$ cat src/rtl/pipelined_popcount_acc.sv
// Pipelined ones-counter: a 3:2 counter layer feeds LAT-1 register stages and a final
// stage that either reports the per-beat count or accumulates it over a packet with saturation.
module pipelined_popcount_acc #(
    parameter int N     = 15,
    parameter int LAT   = 2,
    parameter int ACC_W = 16
) (
    input  logic             clk,
    input  logic             rst_n,
    input  logic             in_valid,
    output logic             in_ready,
    input  logic [N-1:0]     in_data,
    input  logic             in_mode,
    input  logic             in_last,
    output logic             out_valid,
    input  logic             out_ready,
    output logic [ACC_W-1:0] out_count,
    output logic             out_mode,
    output logic             out_ovf
);
    localparam int G  = (N + 2) / 3;
    localparam int PW = 2 * G;

    generate
        if (N < 3 || N > 64) begin : g_bad_n
            $error("pipelined_popcount_acc: N must be in 3..64");
        end
        if (LAT < 1 || LAT > 4) begin : g_bad_lat
            $error("pipelined_popcount_acc: LAT must be in 1..4");
        end
        if (ACC_W < $clog2(N + 1)) begin : g_bad_acc_w
            $error("pipelined_popcount_acc: ACC_W too narrow for N");
        end
    endgenerate

    // Handshake: a beat moves on in_valid & in_ready, a result on out_valid & out_ready.
    // A held result (out_valid & ~out_ready) freezes every stage and deasserts in_ready.
    logic stall;
    logic accept;
    assign stall    = out_valid & ~out_ready;
    assign in_ready = ~stall;
    assign accept   = in_valid & in_ready;

    function automatic logic [1:0] csa3(input logic a, input logic b, input logic c);
        return {(a & b) | (a & c) | (b & c), a ^ b ^ c};
    endfunction

    logic [3*G-1:0] padded;
    logic [PW-1:0]  fa_vec;
    assign padded = (3*G)'(in_data);

    always_comb begin
        fa_vec = '0;
        for (int g = 0; g < G; g++) begin
            fa_vec[2*g +: 2] = csa3(padded[3*g], padded[3*g+1], padded[3*g+2]);
        end
    end

    logic          fin_vld;
    logic          fin_mode;
    logic          fin_last;
    logic [PW-1:0] fin_part;

    generate
        if (LAT == 1) begin : g_direct
            assign fin_vld  = accept;
            assign fin_mode = in_mode;
            assign fin_last = in_last;
            assign fin_part = fa_vec;
        end else begin : g_pipe
            localparam int S = LAT - 1;
            logic          st_vld  [S];
            logic          st_mode [S];
            logic          st_last [S];
            logic [PW-1:0] st_part [S];

            always_ff @(posedge clk or negedge rst_n) begin
                if (!rst_n) begin
                    for (int i = 0; i < S; i++) begin
                        st_vld[i]  <= 1'b0;
                        st_mode[i] <= 1'b0;
                        st_last[i] <= 1'b0;
                        st_part[i] <= '0;
                    end
                end else if (!stall) begin
                    st_vld[0]  <= accept;
                    st_mode[0] <= in_mode;
                    st_last[0] <= in_last;
                    st_part[0] <= fa_vec;
                    for (int i = 1; i < S; i++) begin
                        st_vld[i]  <= st_vld[i-1];
                        st_mode[i] <= st_mode[i-1];
                        st_last[i] <= st_last[i-1];
                        st_part[i] <= st_part[i-1];
                    end
                end
            end

            assign fin_vld  = st_vld[S-1];
            assign fin_mode = st_mode[S-1];
            assign fin_last = st_last[S-1];
            assign fin_part = st_part[S-1];
        end
    endgenerate

    logic [ACC_W-1:0] pc;
    always_comb begin
        pc = '0;
        for (int g = 0; g < G; g++) begin
            pc = pc + ACC_W'(fin_part[2*g +: 2]);
        end
    end

    logic [ACC_W-1:0] acc;
    logic             ovf_flag;
    logic [ACC_W:0]   sum;
    logic [ACC_W-1:0] sat_sum;
    logic             ovf_next;

    // Adding non-negative counts is monotonic, so clamping each step gives the clamped total.
    assign sum      = {1'b0, acc} + {1'b0, pc};
    assign sat_sum  = sum[ACC_W] ? '1 : sum[ACC_W-1:0];
    assign ovf_next = ovf_flag | sum[ACC_W];

    always_ff @(posedge clk or negedge rst_n) begin
        if (!rst_n) begin
            out_valid <= 1'b0;
            out_count <= '0;
            out_mode  <= 1'b0;
            out_ovf   <= 1'b0;
            acc       <= '0;
            ovf_flag  <= 1'b0;
        end else if (!stall) begin
            out_valid <= 1'b0;
            if (fin_vld) begin
                if (!fin_mode) begin
                    out_valid <= 1'b1;
                    out_count <= pc;
                    out_mode  <= 1'b0;
                    out_ovf   <= 1'b0;
                end else if (fin_last) begin
                    out_valid <= 1'b1;
                    out_count <= sat_sum;
                    out_mode  <= 1'b1;
                    out_ovf   <= ovf_next;
                    acc       <= '0;
                    ovf_flag  <= 1'b0;
                end else begin
                    acc      <= sat_sum;
                    ovf_flag <= ovf_next;
                end
            end
        end
    end

endmodule

$ cat config.mk
export PLATFORM = sky130hd
export DESIGN_NAME = pipelined_popcount_acc
export DESIGN_NICKNAME = d
export VERILOG_FILES = /design/src/rtl/pipelined_popcount_acc.sv
export SDC_FILE = /design/constraint.sdc
export NUM_CORES = 1
export LEC_CHECK = 0
export CORE_MARGIN = 2
export CORE_UTILIZATION = 65
export CTS_BUF_LIST = sky130_fd_sc_hd__clkbuf_8
export DETAILED_ROUTE_END_ITERATION = 8
export DONT_BUFFER_PORTS = 1
export GPL_ROUTABILITY_DRIVEN = 0
export PLACE_DENSITY = 0.81
export SETUP_SLACK_MARGIN = 0.05
export SLEW_MARGIN = 20
export SYNTH_ARGS = -nofsm -noshare
export SYNTH_HDL_FRONTEND = slang
export SYNTH_SLANG_ARGS = --single-unit
$ cat constraint.sdc
create_clock -name clk -period 4.1 [get_ports clk]
set_input_delay 0.82 -clock clk [delete_from_list [all_inputs] [get_ports clk]]
set_output_delay 0.82 -clock clk [all_outputs]
set_load 0.005 [all_outputs]
==> reports/qor.yml <==
ys_ff_latch: 49
fin_skew_ns: 0.004174
yosysMostFrequentCell: "dfrtp_1"
maxCapViolCount: 0
placedCellCount: 328
ff2ff_path_depth: 12
diodes: 0
clock_sinks: 49
vias: 2110
start_util_pct: 66.87
grt_pass1_wl_um: 9708
fin_nets: 329
fin_tns_setup_ns: 0
worstPathCellList: "fa_1, inv_1, fa_1, fa_1, fa_2, xnor2_2, ha_1, nor2b_4, o31ai_4, nor3_4, or3_1, a22o_1"
cts_tree: "yes"
insertion_delay_ns: 0.31
synthArstFlopShare_pct: 100.0
drtIter0Drc: 167
overflow: 0
fmax_mhz: 254.7
synth-edff-count: 0
antenna_left: 0
drive_gt1_share_pct: 16.15
die-area_um2: 4965
synth_top_area_cell: "dfrtp_1"
whs_ns: 0.1964
rows: 24
rsz0062_at_grt: "no"
cpMaxStageDelayCell: "fa_1"
syn-cell-area_um2: 2872
hpwlAfterDp_um: 4003
setup_viol: 0
h-tree-depth: 2
peakVddDrop_v: 0.0004758
final_util_pct: 71.01
ys_warn_count: 0
total_power_mw: 2.043
crit_start: "fin_part[0]"
worst_ep_arrival_time_ns: 4.13
numCtsBuffers: 5
coreArea_um2: 4294
grt_max_degree: 50
viasPerCell: 6.152
netlist.area_leader.share_pct: 42.70
ys_seq_area_share_pct: 42.70
synth_cell_type_count: 53
portBuffers: 0
synthTopCellsByCount: "49 x dfrtp_1, 30 x nand2_1, 22 x a21oi_1"
drc: 0
path_delay_family: "adder cells"
area_growth_pct: 6.187
cts_root_buf: "clkbuf_8"
regToRegSetupSlack_ns: 0.17
power_density_nw_per_um2: 670.0
syn_area_per_cell_um2: 10.01
synth_nets: 326
fp.dieH_um: 70.47
cts_hold_buf: 0
crit-reg2reg-launch: "fin_part[0]"
p_leak_nw: 1.440
worstSetupPathType: "reg2reg"
critical-path-max-stage-delay_ns: 0.53
drt_pass1_iterations: 4
cpMostUsedCell: "fa_1"
slew_violations: 0
cp_data_required_time_ns: 4.30
routed_wl_um: 5866
ioPinCount: 41
crit_buf_inv: 1
wl_per_cell_um: 17.10
die_w_um: 70.47
worstSetupStartpointType: "register"
hold_violations: 0
max_slew_margin_pct: 42.30
clk_path_buf_depth: 2
stdcell_count: 343
worstPathMaxFanout: 7
grt_pass1_vias: 2020
period_share_pct: 95.74
rr_endpoint: "out_count[0]"
synth_area_leaders: "dfrtp_1 43%, fa_1 8.4%, nand2_1 3.9%"
period_minus_slack_ns: 3.925
grtUsageTotal_pct: 24.79
syn_inst: 287
clk_pin_slew_ns: 0.09
hp-class: "in2async"
synth_top_flop_cell: "dfrtp_1"
worstMarginPinSlew_ns: 0.8630
antenna_found_initial: 0
end_kind: "register"
status: "complete, no violations"
[layer usage]
| layer | track usage (%) | wire length [um] | vias up |
|---|---|---|---|
| met2 | 36.69 | 2718 | 62 |
| met1 | 36.80 | 2680 | 1023 |
| met4 | 8.761 | 106 | 0 |
| li1 | - | - | 1016 |
| met3 | 4.618 | 361 | 9 |
| met5 | 0 | 0 | - |
[logic make-up after synthesis]
| group | synth area share [%] |
|---|---|
| multiplexers | 2.658 |
| flip-flops | 42.70 |
| AO/OA/AOI/OAI | 21.66 |
| buffers and inverters | 5.272 |
| AND/OR/NAND/NOR | 15.51 |
| XOR/XNOR | 1.220 |
| adder cells (fa/ha/maj) | 10.98 |
[registers in the layout (all words and copies together) (netlist names)]
name / count
acc: 16
fin_last: 1
fin_mode: 1
fin_part: 10
fin_vld: 1
out_count: 16
out_mode: 1
out_ovf: 1
out_valid: 1
ovf_flag: 1
[cell type report]
cell class              instances  area (um2)
clock buffers                   5       68.82
clock inverters                 3       17.52
fillers                       303        1245
inverters                      21       78.83
multi-input cells             205        1531
flip-flops and latches         49        1226
well taps                      52       65.06
repair buffers                  8       61.31
[per-stage QoR]
stage | setup slack (ns) | area, um2
floorplan | 0.3414 | 2872
global placement | 0.1599 | 2887
detailed placement | 0.09331 | 2887
CTS | 0.06071 | 2973
global route | 0.02599 | 3049
finish | 0.1746 | 3049
[placed cells by master, fill, tap and decap left out, types with 4 or more instances in the layout]
master / count
dfrtp_1: 49
nand2_1: 30
a21oi_1: 22
inv_1: 21
o21ai_1: 17
o21ai_0: 13
nor2_1: 13
fa_1: 10
nand3_1: 8
a31oi_1: 7
o22a_1: 6
a21o_1: 6
a22o_1: 6
ha_1: 6
buf_4: 6
and3_1: 5
mux2_2: 5
clkbuf_8: 5
nand2b_1: 4
[timing repair]
item,in CTS,in global routing
setup endpoints to repair,0,29
resized for setup,0,8
setup buffers,0,4
[where the power goes]
part | internal, mW | leakage [nW] | switching [mW] | total (mW)
registers | 0.568 | 0.642 | 0.0762 | 0.645
clock network | 0.118 | 0.0439 | 0.165 | 0.283
logic | 0.518 | 0.755 | 0.597 | 1.12
total | 1.20 | 1.44 | 0.838 | 2.04
[worst max path at each step]
stage | endpoint | cells after the start | slack (ns)
3_3_place_gp | acc[8] | 13 | 0.16
4_1_cts | acc[8] | 13 | 0.06
6_report | out_count[0] | 12 | 0.17
2_1_floorplan | out_count[0] | 12 | 0.34
5_1_grt | acc[8] | 13 | 0.03
3_5_place_dp | out_count[3] | 11 | 0.09
No activity file was read; power rests on OpenSTA's default activity.
